### src/rtl/mult_pkg.sv
// Shared definitions for the Booth multiplier controller: FSM encoding,
// Booth recoding pair constants and the default operand width.
package mult_pkg;

  localparam int DEFAULT_WIDTH = 32;

  typedef enum logic [1:0] {
    ST_IDLE = 2'd0,
    ST_RUN  = 2'd1,
    ST_DONE = 2'd2
  } state_t;

  localparam logic [1:0] PAIR_ADD  = 2'b01;
  localparam logic [1:0] PAIR_SUB  = 2'b10;
  localparam logic [1:0] PAIR_NOP0 = 2'b00;
  localparam logic [1:0] PAIR_NOP1 = 2'b11;

endpackage

### src/rtl/booth_step.sv
// One radix-2 Booth iteration on the 2W+1-bit product register:
// add/subtract the multiplicand into the upper half, then arithmetic shift right.
module booth_step
  import mult_pkg::*;
#(
  parameter int WIDTH = DEFAULT_WIDTH
) (
  input  logic [2*WIDTH:0] i_p,
  input  logic [WIDTH-1:0] i_m,
  output logic [2*WIDTH:0] o_p
);

  logic [WIDTH:0] w_u_ext;
  logic [WIDTH:0] w_m_ext;
  logic [WIDTH:0] w_sum;

  // One extra bit keeps U +/- M exact even for M = -2^(W-1).
  assign w_u_ext = {i_p[2*WIDTH], i_p[2*WIDTH:WIDTH+1]};
  assign w_m_ext = {i_m[WIDTH-1], i_m};

  // NOTE: every always_comb output gets a default first, so no path can infer a latch.
  always_comb begin
    w_sum = w_u_ext;
    case (i_p[1:0])
      PAIR_ADD: w_sum = w_u_ext + w_m_ext;
      PAIR_SUB: w_sum = w_u_ext - w_m_ext;
      default:  w_sum = w_u_ext;
    endcase
  end

  assign o_p = {w_sum, i_p[WIDTH:1]};

endmodule

### src/rtl/booth_mult_ctrl.sv
// Booth multiply sequencer: loads operands on ctrl_MULT, runs WIDTH iterations,
// then registers the low product word, an overflow flag and a one-cycle ready.
module booth_mult_ctrl
  import mult_pkg::*;
#(
  parameter int WIDTH = DEFAULT_WIDTH
) (
  input  logic             clock,
  input  logic             ctrl_reset,
  input  logic             ctrl_MULT,
  input  logic [WIDTH-1:0] data_operandA,
  input  logic [WIDTH-1:0] data_operandB,
  output logic [WIDTH-1:0] data_result,
  output logic             data_exception,
  output logic             data_resultRDY,
  output logic             busy
);

  localparam int CW = $clog2(WIDTH);
  localparam logic [CW-1:0] LAST = CW'(WIDTH - 1);

  state_t           r_state;
  state_t           w_next;
  logic [CW-1:0]    r_cnt;
  logic [WIDTH-1:0] r_m;
  logic [2*WIDTH:0] r_p;
  logic [2*WIDTH:0] w_p_next;
  logic [WIDTH-1:0] r_result;
  logic             r_exc;
  logic             w_last;

  booth_step #(.WIDTH(WIDTH)) u_step (
    .i_p (r_p),
    .i_m (r_m),
    .o_p (w_p_next)
  );

  assign w_last = (r_state == ST_RUN) && (r_cnt == LAST);

  // NOTE: sequential state uses non-blocking assignments so every register samples pre-edge values.
  always_ff @(posedge clock) begin
    if (!ctrl_reset) r_state <= ST_IDLE;
    else             r_state <= w_next;
  end

  always_comb begin
    w_next = r_state;
    if (ctrl_MULT) begin
      w_next = ST_RUN;
    end else begin
      case (r_state)
        ST_IDLE: w_next = ST_IDLE;
        ST_RUN:  w_next = w_last ? ST_DONE : ST_RUN;
        ST_DONE: w_next = ST_IDLE;
        default: w_next = ST_IDLE;
      endcase
    end
  end

  always_comb begin
    busy           = (r_state == ST_RUN);
    data_resultRDY = (r_state == ST_DONE);
  end

  // Result registers are written only on the last step, so a restart keeps the old result visible.
  always_ff @(posedge clock) begin
    if (!ctrl_reset) begin
      r_p      <= '0;
      r_m      <= '0;
      r_cnt    <= '0;
      r_result <= '0;
      r_exc    <= 1'b0;
    end else if (ctrl_MULT) begin
      r_m   <= data_operandA;
      r_p   <= {{WIDTH{1'b0}}, data_operandB, 1'b0};
      r_cnt <= '0;
    end else if (r_state == ST_RUN) begin
      r_p   <= w_p_next;
      r_cnt <= r_cnt + 1'b1;
      if (w_last) begin
        r_result <= w_p_next[WIDTH:1];
        r_exc    <= (w_p_next[2*WIDTH:WIDTH+1] != {WIDTH{w_p_next[WIDTH]}});
      end
    end
  end

  assign data_result    = r_result;
  assign data_exception = r_exc;

endmodule

### config.mk
export PLATFORM = sky130hd
export DESIGN_NAME = booth_mult_ctrl
export DESIGN_NICKNAME = d
export VERILOG_FILES = /design/src/rtl/mult_pkg.sv /design/src/rtl/booth_step.sv /design/src/rtl/booth_mult_ctrl.sv
export SDC_FILE = /design/constraint.sdc
export NUM_CORES = 1
export LEC_CHECK = 0
export CORE_MARGIN = 4
export CORE_UTILIZATION = 37
export CTS_CLUSTER_DIAMETER = 150
export DETAILED_ROUTE_END_ITERATION = 8
export SLEW_MARGIN = 20
export SYNTH_ARGS = -nofsm -noshare
export SYNTH_HDL_FRONTEND = slang
export SYNTH_SLANG_ARGS = --single-unit
### constraint.sdc
create_clock -name clock -period 4.52 [get_ports clock]
set_clock_uncertainty 0.1 [all_clocks]
set_input_delay 0.678 -clock clock [delete_from_list [all_inputs] [get_ports clock]]
set_output_delay 0.678 -clock clock [all_outputs]
set_load 0.02 [all_outputs]
==> Word-level counts from Yosys, hierarchy flattened <==
Index checks and enable logic that the tools add are counted.
{ "word_totals": {"mem_bits_rw": 0, "elab_cells": 31, "in_bits": 67, "memories": 0, "romBits": 0, "register_bits": 137, "latchBits": 0, "out_inout_bits": 35} }
{ "classes": {"shifts": 0, "reduce_logical": 5, "multipliers": 0, "bitwise_logic": 3, "eq_ne": 6, "add_sub_neg": 3, "magnitude_cmp": 0, "n_div": 0, "mux": 6} }
{ "ops": {"columns": ["operator", "n"], "rows": [
  ["$mux 33", 2],
  ["$pmux 33 s2", 1],
  ["$add 32x32->33", 1],
  ["$sub 32x32->33", 1],
  ["$ne 32x32->1", 1],
  ["$add 5x1->5 const B", 1],
  ["$eq 5x5->1 const B", 1],
  ["$eq 2x1->1 const B", 2],
  ["$eq 2x2->1 const B", 2],
  ["$not 1->1", 3],
  ["$reduce_and 3->1", 1],
  ["$reduce_or 3->1", 1],
  ["$mux 1", 2],
  ["$mux 2", 1],
  ["$reduce_bool 2->1", 1],
  ["$reduce_or 2->1", 1],
  ["$logic_and 1x1->1", 1]
]} }

==> Depth between registers and ports, before layout <==
Gate-level depths: netlist of the first run.
{ "logic_depth": {"word_depth": 5, "mapped_depth": 19, "ltp_nobuf": 18} }

==> By module <==
Synthesis of the first run repeated with hierarchy kept, for this count alone.
{ "hier_totals": {"cells_unflattened": 1098, "hier_area_um2": 8623.3} }
{ "modules_own_cells": {"columns": ["module", "area_each_um2", "seq_area_each_um2", "n_inst", "cells_per_inst"], "rows": [
  ["booth_mult_ctrl", 5560.3, 2742.6, 1, 632],
  ["booth_step", 3062.9, 0.0, 1, 466]
]} }

==> Worst setup path before layout of the first run <==
No wires, ideal clock.
{ "synth_path": {"path_type": "flip-flop to flip-flop", "from": "register r_m[5]", "to": "register r_exc (netlist: data_exception)", "required_time_ns": 4.288, "t_arrival_ns": 4.788, "path_buffers": 0, "path_slack_ns": -0.499, "synth_period_minus_slack_ns": 5.019, "setup_ns": 0.132, "path_stages_with_launch": 17, "cell_sequence": "dfxtp_1 -> or4_1 -> nor4b_1 -> nor3b_1 -> a31oi_1 -> xnor2_1 -> ha_1 -> a21o_1 -> o21bai_1 -> a311o_1 -> a2111o_1 -> and3_1 -> nor3_1 -> xnor2_1 -> o221ai_1 -> a2111oi_2 -> o211ai_1"} }
{ "synth_via": {"elab_chain_len": 3, "elab_cells_between_ends": 4, "cone_classes": "add/sub: 2; eq/ne: 1; mux: 1"} }
{ "synth_lines": {"columns": ["element", "line_no", "text"], "rows": [
  ["start, declared", "booth_mult_ctrl.sv:25", "logic [WIDTH-1:0] r_m;"],
  ["start signal, assigned", "booth_mult_ctrl.sv:74", "r_m <= data_operandA;"],
  ["$sub 32x32->33 or $add 32x32->33 (tied branches)", "booth_step.sv:26, booth_step.sv:25", null],
  ["$pmux 33 s2 (*)", "booth_step.sv:24", "case (i_p[1:0])"],
  ["$ne 32x32->1 (*)", "booth_mult_ctrl.sv:82", "r_exc <= (w_p_next[2*WIDTH:WIDTH+1] != {WIDTH{w_p_next[WIDTH]}});"],
  ["end signal, assigned", "booth_mult_ctrl.sv:82", null],
  ["end, declared", "booth_mult_ctrl.sv:29", "logic r_exc;"]
]} }
Mark *: on every way between the ends. The rest lies on a longest branch, timed or not.
A chain may end at the register's enable or synchronous reset.

==> Final worst setup path of the first run <==
{ "layout_path": {"from": "register r_m[7]", "to": "register r_exc (netlist: data_exception)"} }
Same word-level chain as after synthesis.

==> metrics.md, run 1 <==
| Metric | Value |
|---|---|
| Internal reg-to-reg setup slack | `-0.06 ns` |
| CP delay by family, top | `simple AND/OR/NAND/NOR gates` |
| Routed WL | `~28,000 µm` |
| Syn Inst Count | `1,154` |
| Predominant post-synthesis flop cell | `dfxtp_1` |
| Setup violators final | `1` |
| Root Driver | `clkbuf_16` |
| Final Slew Violations | `0` |
| Status | `finished with violations` |
| Clk pin slew, worst setup/hold paths | `around 0.070 ns` |
| Min-delay worst type | `reg2reg` |
| GRT Util Overall | `approximately a fifth` |
| Fin nets | `between 1,000 and 1,500` |
| Iter 0 DRT Violations | `608` |
| Worst ir drop on vdd | `0.235 mV` |
| Synth Area in Simple Gates | `25.6%` |
| Max cap viols | `0` |
| Pwr Density | `313 nW/µm²` |
| Post-synthesis adder-cell area fraction | `5.30%` |
| Reg2Reg Depth | `17` |
| Die Width | `163 µm` |
| Slowest cell delay on critical path | `0.57 ns` |
| Layout cells sized above 1 | `20.0%` |
| Critical path launch point type | `flop` |
| TritonCTS clock tree | `done` |
| H-Tree Depth | `4` |
| Final Worst Setup Slack | `-0.0602 ns` |
| Synth top area cells | `dfxtp_1, nand2_1, a21oi_1` |
| Post-synth top area share | `between 30% and 40%` |
| Setup TNS | `-0.0602 ns` |
| Number of global-route vias before repair | `8,502` |
| Initial core utilization | `37.7%` |
| Initial antenna violation count | `0` |
| FP Rows | `56` |
| Antenna viol nets, final | `0` |
| Ys async rst share | `0%` |
| Mapped cell area | `8870 µm²` |
| FF/Latch Area | `2740 µm²` |
| Die height | `163 µm` |
| Sink Count | `137` |
| Design Area, Final | `about 12,000 µm²` |
| Post-synth cell types | `78` |
| Hold Buf Count CTS | `0` |
| Core area | `around 24,000 µm²` |
| Post-synth EDFFs | `0` |
| Total die area | `26,500 µm²` |
| Drt first pass iters | `5` |
| Worst path bufs/invs | `3` |
| Total number of vias | `around 8,900` |
| Area of the multi-input gates | `about 6000 µm²` |
| Reg-to-Reg End | `data_exception` |
| IO buf count | `101` |
| Leading area contributor after synthesis | `dfxtp_1` |
| Area Growth Syn to Fin | `37.2%` |
| FMAX | `218 MHz` |
| Number of buffers created by CTS | `17` |
| Tcrit/Tclk final | `101%` |
| DP Area | `~11,000 µm²` |
| Relative slew margins | `approximately 37%` |
| Final hold vios | `0` |
| Min Tclk post-route | `approximately 4.6 ns` |
| CTS Buffer Depth | `2` |
| Syn Area/Cell | `7.69 µm²` |
| Slowest cell on the critical path | `or4_4` |
| Post-synthesis xor/xnor area fraction | `5.78%` |
| RSZ-0062 raised after global routing | `true` |
| Placer Congestion | `0.919` |
| Crit Path Class | `reg2reg` |
| Net count after synthesis | `1,258` |
| Leak Pwr | `~4.7 nW` |
| Fillers | `roughly 2,300` |
| Multiplexer share of the synthesized area | `5.81%` |
| CP arrival | `4.78 ns` |
| Violated checks | `negative setup slack` |
| Top Ports | `around 100` |
| Compound-Gate Fraction of Synth Area | `22.1%` |
| Synth Warn # | `0` |
| Combinational family with the most area after synthesis | `simple AND/OR/NAND/NOR gates` |
| Critical-path maximum fanout | `4` |
| Crit path launch | `r_m[7]` |
| Post-DP HPWL | `20,200 µm` |
| Largest net degree at the start of global routing | `81` |
| Worst slew pin tran | `about 0.95 ns` |
| First-pass GRT wire length | `44,900 µm` |
| Worst-Skew Late Latency | `0.42 ns` |
| Yosys reg bits | `about 140` |
| Crit path cell chain | `or4_4 -> buf_4 -> nor4_4 -> buf_4 -> buf_4 -> a31oi_1 -> xnor2_1 -> ha_1 -> nand2_2 -> or4_4 -> a211oi_4 -> nor3_2 -> xnor2_1 -> mux2i_1 -> or4_4 -> a2111oi_4 -> o211ai_1` |
| CP required | `4.72 ns` |
| DR vias/cell | `5.31` |
| Routed length per instance | `16.7 µm` |
| Remaining DRCs | `0` |
| Critical Path Stages | `17` |
| Register area share after synthesis | `slightly above 30%` |
| Worst Setup EP | `data_exception` |
| Reg2reg start | `r_m[7]` |
| Grt total ovfl | `0` |
| Worst Setup End Kind | `flop` |
| N_diodes | `0` |
## logic make-up after synthesis
family / after synthesis
flip-flops: 137
AND/OR/NAND/NOR: 474
multiplexers: 51
XOR/XNOR: 57
AO/OA/AOI/OAI: 297
adder cells (fa/ha/maj): 37
buffers and inverters: 101
## worst min path at each step
stage	startpoint	end	slack (ns)	cells after the start
4_1_cts	r_cnt[4]	r_cnt[4]	0.36	2
3_3_place_gp	r_p[0]	r_p[0]	0.35	2
6_report	r_cnt[4]	r_cnt[4]	0.36	2
3_5_place_dp	r_cnt[4]	r_cnt[4]	0.36	2
5_1_grt	data_result[24]	data_result[24]	0.39	2
2_1_floorplan	r_p[0]	r_p[0]	0.34	2
## cell usage after synthesis, types with 3 or more instances
cell type	count
a211o_1	6
nand4_1	13
nand2_1	190
nand3_1	9
inv_1	18
and3_1	13
o21ai_0	25
buf_1	16
o311a_1	3
nor3_1	33
mux2_2	4
or4_1	7
nor4b_1	4
a21boi_0	32
nor3b_1	3
nor4_1	9
nor2b_1	69
xnor2_1	47
a22oi_1	4
clkbuf_1	59
nor2_1	89
o21a_1	4
a211oi_1	25
o2111ai_1	7
nand2b_1	7
mux2i_1	47
o22ai_1	3
or3_1	7
buf_2	5
a21o_1	15
and2_1	6
ha_1	36
a21oi_1	124
a31oi_1	7
o221ai_1	3
xor2_1	9
o211ai_1	9
o31a_1	3
dfxtp_1	137
## worst register-to-register path: stages (launching register included)
cell	delay [ns]
dfxtp_1	0.31
or4_4	0.56
buf_4	0.17
nor4_4	0.20
buf_4	0.17
buf_4	0.10
a31oi_1	0.08
xnor2_1	0.34
ha_1	0.22
nand2_2	0.08
or4_4	0.57
a211oi_4	0.25
nor3_2	0.09
xnor2_1	0.14
mux2i_1	0.12
or4_4	0.54
a2111oi_4	0.29
o211ai_1	0.14
## layout by cell type (no fill, tap or decap), types with 32 or more instances in the layout
cell type,n
nor2_1,89
buf_4,158
mux2i_1,46
nor2b_1,69
xnor2_1,42
clkdlybuf4s50_1,99
dfxtp_1,137
a21oi_1,119
a21boi_0,32
nand2_1,185
## layer usage
layer / share of wire (%) / vias up / global-route usage [%] / wire length [µm]
met3: 6.5 / 27 / 4.96 / 1830
met4: 1.6 / 0 / 4.92 / 452
met5: 0 / - / 0 / 0
met1: 47 / 4177 / 29.5 / 13300
met2: 45 / 242 / 32.6 / 12500
li1: - / 4485 / - / -
## power breakdown
part,switching (mW),total (mW),internal [mW],leakage [nW]
sequential,0.0420,1.29,1.25,1.12
combinational,0.565,1.08,0.511,3.30
clock,0.648,1.44,0.792,0.293
## repair_timing
item	CTS	global route
setup buffers	11	3
setup endpoints to repair	3	8
gates resized for setup	38	34
cloned	0	0
pin swaps	35	20
## flip-flops by register name, summed over array words and instances, names as in the netlist
| register | count |
|---|---|
| data_result | 32 |
| r_m | 32 |
| r_state | 2 |
| data_exception | 1 |
| r_cnt | 5 |
| r_p | 65 |
## area by class of cell
cell class	count	share of cell area [%]
clock inverter	15	1.40
multi-input combinational	916	50.7
inverter	19	0.586
sequential	137	22.5
tap	319	3.28
clock buffer	17	3.50
timing repair buffer	259	18.0
## stage by stage
| stage | setup slack [ns] | utilization, % | cells | hold WS (ns) | power [mW] |
|---|---|---|---|---|---|
| after floorplan | 0.0189 | - | 1154 | 0.336 | 1.91 |
| after global placement | -0.158 | 47.1 | 1636 | 0.345 | 2.29 |
| after detailed placement | -0.222 | 47.1 | 1636 | 0.356 | 2.30 |
| after CTS | -0.0481 | 50.8 | 1679 | 0.365 | 3.79 |
| after global routing | -0.271 | 51.7 | 1682 | 0.386 | 3.99 |
| final | -0.0602 | 51.7 | 1682 | 0.362 | 3.81 |
No activity file was read; power rests on OpenSTA's default activity.
==> run 2, diff against run 1 <==
Settings changed: DONT_BUFFER_PORTS set to 1.
==> run 2 against run 1 <==
Via count decreased by 3.5%; maximum frequency shrank 4.6%; die area unchanged; power is 1.5% lower; the flow still finishes with violations (negative setup slack); design area is 7.0% lower; first-iteration DRC count grew 1.3%; worst hold slack worse by 0.088 ns; highest routed layer unchanged; clock-buffer cell count stayed put.
==> metrics.md, run 2 (synthesized netlist as in run 1, its figures left out) <==
| Metric | Value |
|---|---|
| Total number of vias | `8,620 (-3.5%)` |
| Switching part of the total | `34.0% (+1.1 points)` |
| Worst slew pin tran | `0.700 ns (-0.248 ns)` |
| P_sw | `1.28 mW (+1.8%)` |
| Initial core utilization | `37.7% (unchanged)` |
| Initial antenna violation count | `0 (unchanged)` |
| GRT Util Overall | `20.2% (-0.73 points)` |
| Commonest non-fill, non-tap cell in the layout | `nand2_1` |
| CP delay by family, top | `simple AND/OR/NAND/NOR gates` |
| Reg-to-Reg End | `data_exception` |
| Met1 WL | `12,300 µm (-7.6%)` |
| Max cap viols | `0 (unchanged)` |
| Drt first pass iters | `5 (unchanged)` |
| DR vias/cell | `5.42 (+2.2%)` |
| Area of the multi-input gates | `6210 µm² (+0.81%)` |
| Clk pin slew, worst setup/hold paths | `0.07 ns (about the same)` |
| Violated checks | `negative setup slack` |
| Total power | `3.75 mW (-1.5%)` |
| N_diodes | `0 (unchanged)` |
| Slowest cell delay on critical path | `0.57 ns (about the same)` |
| Worst path bufs/invs | `3 (unchanged)` |
| Critical-path maximum fanout | `5 (+1)` |
| Grt total ovfl | `0 (unchanged)` |
| Worst ir drop on vdd | `0.275 mV (+17%)` |
| TritonCTS clock tree | `done` |
| H-Tree Depth | `4 (unchanged)` |
| Pwr Density | `332 nW/µm² (+6.0%)` |
| Worst Setup End Kind | `flop` |
| First-pass GRT wire length | `43,500 µm (-3.0%)` |
| Iter 0 DRT Violations | `616 (+1.3%)` |
| Internal reg-to-reg setup slack | `-0.28 ns (-0.22 ns)` |
| Antenna viol nets, final | `0 (unchanged)` |
| Worst hold path startpoint | `ctrl_reset` |
| Flop pwr share | `34.5% (+0.5 points)` |
| Number of buffers created by CTS | `17 (unchanged)` |
| Min Tclk post-route | `4.80 ns (+0.220 ns)` |
| WL met3 | `1900 µm (+3.7%)` |
| Setup violators final | `4 (+3)` |
| Top reg by flops | `r_p` |
| FMAX | `208 MHz (-4.6%)` |
| Setup TNS | `-0.467 ns (-0.407 ns)` |
| Hold Buf Count CTS | `0 (unchanged)` |
| RSZ-0062 raised after global routing | `true` |
| Root Driver | `clkbuf_16` |
| Commonest non-fill, non-tap cells in the layout | `nand2_1, buf_4, dfxtp_1` |
| IO buf count | `0 (-100%)` |
| Die Width | `163 µm (unchanged)` |
| CTS Buffer Depth | `2 (unchanged)` |
| Critical path launch point type | `flop` |
| Area Growth Syn to Fin | `27.5%` |
| Worst-Skew Late Latency | `0.44 ns (+0.02 ns)` |
| Routed WL | `27,300 µm (-3.0%)` |
| Final Slew Violations | `0 (unchanged)` |
| Sink Count | `137 (unchanged)` |
| Combinational power share | `26.6% (-1.7 points)` |
| Min-delay worst type | `in2reg` |
| Core area | `23,500 µm² (unchanged)` |
| Final Worst Setup Slack | `-0.281 ns (-0.220 ns)` |
| Placer Congestion | `0.891 (-3.0%)` |
| Status | `finished with violations` |
| Remaining DRCs | `0 (unchanged)` |
| Largest net degree at the start of global routing | `101 (+25%)` |
| Relative slew margins | `53.3% (+17 points)` |
| Die height | `163 µm (unchanged)` |
| Leak Pwr | `4.40 nW (-6.7%)` |
| Top Ports | `102 (unchanged)` |
| Worst hold path stage count | `1 (-1)` |
| Number of flip-flops in the largest register | `65 (unchanged)` |
| FF/Latch Area | `2750 µm² (about the same)` |
| Reg2reg start | `r_m[5]` |
| Layout cells sized above 1 | `22.8% (+2.7 points)` |
| Top sig layer | `met4` |
| Final hold vios | `0 (unchanged)` |
| Clock share of power | `38.9% (+1.1 points)` |
| Routed length per instance | `17.2 µm (+2.6%)` |
| Fillers | `2,276 (-2.1%)` |
| Fin nets | `1,361 (-6.4%)` |
| CP required | `4.71 ns (about the same)` |
| Post-DP HPWL | `18,900 µm (-6.5%)` |
| Reg2Reg Depth | `19 (+2)` |
| Number of global-route vias before repair | `8,261 (-2.8%)` |
| Tcrit/Tclk final | `106% (+4.9 points)` |
| Crit path cell chain | `or4_4 -> nor4b_4 -> buf_4 -> nor3b_4 -> buf_6 -> buf_4 -> nor2_1 -> xnor2_1 -> ha_1 -> a21o_1 -> a211oi_2 -> nor2_1 -> or4_4 -> a31oi_4 -> and3_4 -> o311a_1 -> o221ai_2 -> a2111oi_4 -> o211ai_1` |
| CP arrival | `5.00 ns (+0.22 ns)` |
| Hold path endpoint | `r_p[7]` |
| Slowest cell on the critical path | `or4_4` |
| Crit Path Class | `reg2reg` |
| Total die area | `26,500 µm² (unchanged)` |
| P_int | `2.48 mW (-3.1%)` |
| WL met2 | `12,300 µm (-1.4%)` |
| FP Rows | `56 (unchanged)` |
==> run 2: changes by cell type in the layout (fill, tap and decap cells not counted), moves of 3 or more <==
cell,change
nor3_1,+3
a21oi_1,-8
inv_2,+3
inv_1,-3
a21oi_2,+8
buf_6,+4
clkdlybuf4s50_1,-99
nand2_1,+3
clkinv_8,+4
nand2_2,-3
buf_4,+3
==> run 2: worst max-delay path by stage <==
stage                       from              to  slack [ns]  cells after the start
after CTS                 r_m[8]  data_exception       -0.12                     17
after global routing      r_m[5]  data_exception       -0.46                     20
after global placement    r_m[5]  data_exception       -0.28                     17
final                     r_m[5]  data_exception       -0.28                     19
after detailed placement  r_m[5]  data_exception       -0.31                     17
after floorplan           r_m[5]  data_exception        0.02                     16
==> run 2: layout make-up <==
| class | count | area share, % |
|---|---|---|
| Multi-Input combinational cell | 916 | 54.9 |
| Sequential cell | 137 | 24.3 |
| Timing Repair Buffer | 166 | 11.2 |
| Clock buffer | 17 | 3.76 |
| Tap cell | 319 | 3.53 |
| Clock inverter | 15 | 1.69 |
| Inverter | 19 | 0.630 |
==> run 2: through the flow <==
stage               std cells  area (µm²)  utilization, %  hold slack (ns)  setup slack (ns)
finish                   1589       11300            48.0            0.273            -0.281
global route             1589       11300            48.0            0.272            -0.465
CTS                      1577       11000            46.8            0.259            -0.116
detailed placement       1528       10000            42.6            0.348            -0.310
global placement         1528       10000            42.6            0.341            -0.279
floorplan                1154        8920               -            0.336            0.0189
==> run 2: routing by layer <==
metal  GRT usage [%]  vias up
met3            5.80       50
met2            31.9      267
met5               0        -
li1                -     4300
met4            6.40        0
met1            26.8     4003
==> run 2: repair_timing <==
item | CTS | global route
setup buffers | 17 | 12
pin swaps | 40 | 34
gates resized for setup | 52 | 37
endpoints found under the setup margin | 3 | 6
==> run 2: power groups by stage <==
stage / Clock, mW / Sequential, mW / Combinational [mW]
finish: 1.46 / 1.29 / 1.00
global route: 1.53 / 1.30 / 1.09
CTS: 1.48 / 1.29 / 0.931
detailed placement: 0 / 1.32 / 0.871
global placement: 0 / 1.32 / 0.862
floorplan: 0 / 1.31 / 0.595
==> run 3, diff against run 2 <==
Settings changed: CORE_UTILIZATION 37 to 59, PLACE_DENSITY set to 0.78.
==> run 3 against run 2 <==
The flow still finishes with violations (negative setup slack); core utilization rose by 24 points; sequential cell count unchanged; sequential share of layout area grew 1.6 points; critical path depth decreased by 1; power down 3.5%; first-iteration DRC count is 33% higher; worst hold slack improved by 0.013 ns; maximum frequency rose by 2.6%; die area down 36%; sequential power barely moved.
==> metrics.md, run 3 (synthesized netlist as in run 1, its figures left out) <==
| Metric | Value |
|---|---|
| Hold Buf Count CTS | `0 (unchanged)` |
| Clk pin slew, worst setup/hold paths | `0.06 ns (about the same)` |
| Reg2reg start | `r_m[7]` |
| CP required | `4.71 ns (about the same)` |
| Relative slew margins | `35.6% (-18 points)` |
| Initial core utilization | `60.6% (+23 points)` |
| Top Ports | `102 (unchanged)` |
| Antenna viol nets, final | `0 (unchanged)` |
| First-pass GRT wire length | `41,800 µm (-3.9%)` |
| Fillers | `1,108 (-51%)` |
| Final non-filler cell total | `1,407 (-11%)` |
| Remaining DRCs | `0 (unchanged)` |
| CP arrival | `4.87 ns (-0.13 ns)` |
| Layout cells sized above 1 | `17.7% (-5.0 points)` |
| Placed Instances | `1,369 (-10%)` |
| Placer Congestion | `1.02 (+14%)` |
| Violated checks | `negative setup slack` |
| Pwr Density | `342 nW/µm² (+3.0%)` |
| Critical-path maximum fanout | `7 (+2)` |
| Worst-Skew Late Latency | `0.42 ns (-0.02 ns)` |
| Routed length per instance | `18.6 µm (+8.2%)` |
| FP Rows | `44 (-21%)` |
| H-Tree Depth | `4 (unchanged)` |
| Critical path launch point type | `flop` |
| Max cap viols | `0 (unchanged)` |
| Post-DP HPWL | `17,800 µm (-5.6%)` |
| Hold path endpoint | `r_state[0]` |
| Die height | `131 µm (-20%)` |
| Reg-to-Reg End | `data_exception` |
| Iter 0 DRT Violations | `818 (+33%)` |
| Number of buffers created by CTS | `17 (unchanged)` |
| Core area | `14,600 µm² (-38%)` |
| Final Slew Violations | `0 (unchanged)` |
| Worst ir drop on vdd | `0.305 mV (+11%)` |
| IO buf count | `0 (unchanged)` |
| Final Worst Setup Slack | `-0.157 ns (+0.124 ns)` |
| Slowest cell delay on critical path | `0.56 ns (about the same)` |
| Crit Path Class | `reg2reg` |
| Worst hold path stage count | `1 (unchanged)` |
| Worst hold path startpoint | `ctrl_reset` |
| Grt total ovfl | `0 (unchanged)` |
| Worst path bufs/invs | `3 (unchanged)` |
| Crit path cell chain | `or4_4 -> nor4b_4 -> buf_4 -> a21oi_1 -> xnor2_1 -> ha_1 -> buf_4 -> nand2_1 -> o2111ai_1 -> o21ai_2 -> a21o_1 -> xnor2_1 -> mux2_2 -> nor4b_2 -> buf_4 -> o2111ai_1 -> a2111oi_4 -> o211ai_1` |
| Min Tclk post-route | `4.68 ns (-0.124 ns)` |
| Tcrit/Tclk final | `103% (-2.7 points)` |
| FMAX | `214 MHz (+2.6%)` |
| GRT Util Overall | `30.5% (+10 points)` |
| Setup violators final | `1 (-3)` |
| Area of the multi-input gates | `6060 µm² (-2.5%)` |
| RSZ-0062 raised after global routing | `true` |
| Number of global-route vias before repair | `8,245 (-0.19%)` |
| Fin nets | `1,314 (-3.5%)` |
| Largest net degree at the start of global routing | `101 (unchanged)` |
| CP dominant cell by count | `buf_4` |
| Area Growth Syn to Fin | `19.5%` |
| Number of flip-flops in the largest register | `65 (unchanged)` |
| Final core occ | `72.4% (+24 points)` |
| CTS Buffer Depth | `2 (unchanged)` |
| Worst slew pin tran | `0.967 ns (+0.266 ns)` |
| Min-delay worst type | `in2reg` |
| Routed WL | `26,100 µm (-4.2%)` |
| Slowest cell on the critical path | `or4_4` |
| Reg2Reg Depth | `18 (-1)` |
| Commonest non-fill, non-tap cell in the layout | `nand2_1` |
| Total power | `3.62 mW (-3.5%)` |
| Initial antenna violation count | `0 (unchanged)` |
| Final hold vios | `0 (unchanged)` |
| Status | `finished with violations` |
| Top reg by flops | `r_p` |
| DR vias/cell | `6.21 (+14%)` |
| Total die area | `17,100 µm² (-36%)` |
| Die Width | `131 µm (-20%)` |
| Root Driver | `clkbuf_16` |
| Commonest non-fill, non-tap cells in the layout | `nand2_1, dfxtp_1, a21oi_1` |
| Pre-CTS setup slack | `-0.178 ns (+0.132 ns)` |
| Worst Setup End Kind | `flop` |
| Sink Count | `137 (unchanged)` |
| Leak Pwr | `4.10 nW (-6.7%)` |
| Drt first pass iters | `7 (+2)` |
| TritonCTS clock tree | `done` |
| Total number of vias | `8,736 (+1.3%)` |
| Internal reg-to-reg setup slack | `-0.16 ns (+0.12 ns)` |
| N_diodes | `0 (unchanged)` |
| CP delay by family, top | `compound AO/OA/AOI/OAI gates` |
| FF/Latch Area | `2740 µm² (about the same)` |
run 3: cell types whose count changed in the layout (fill, tap and decap cells not counted), sizes merged:
| cell | delta |
|---|---|
| buf | -47 |
| bufinv | +2 |
| clkbuf | +4 |
| clkinv | -3 |
| clkinvlp | +2 |
| inv | -5 |
run 3: how the worst max path moves through the flow:
stage | from | endpoint | cells past startpoint
final | r_m[7] | data_exception | 18
after global routing | r_m[7] | data_exception | 18
after CTS | r_m[7] | data_exception | 17
after detailed placement | r_m[5] | data_exception | 17
after global placement | r_m[5] | data_exception | 17
after floorplan | r_m[5] | data_exception | 16
run 3: power breakdown:
group,internal [mW],switching [mW]
clock network,0.851,0.558
logic,0.407,0.511
registers,1.25,0.0430
run 3: per-layer routing:
layer  track usage [%]  up-vias  wire length, µm
li1                  -     4204                -
met1              40.2     4072            10800
met2              47.8      400            12000
met3              8.94       60             2580
met4              11.0        0              786
met5                 0        -                0
run 3: layout make-up:
type	count	area share (%)
tap	184	2.17
sequential	137	25.9
clock inverter	11	1.29
clock buffer	21	4.34
inverter	19	0.673
multi-input combinational	916	57.2
timing repair buffer	119	8.47
run 3: metrics by stage:
step           instance area, µm²  TNS (ns)  hold slack, ns
3_5_place_dp                 9680    -0.178           0.355
5_1_grt                     10600    -0.460           0.275
4_1_cts                     10400   -0.0805           0.272
2_1_floorplan                8920         0           0.336
3_3_place_gp                 9680    -0.137           0.343
6_report                    10600    -0.157           0.286
run 3: what timing repair did:
item                                    CTS  global route
pin swaps                                10            24
setup buffers                             3             3
endpoints found under the setup margin    1             6
resized for setup                        14            43
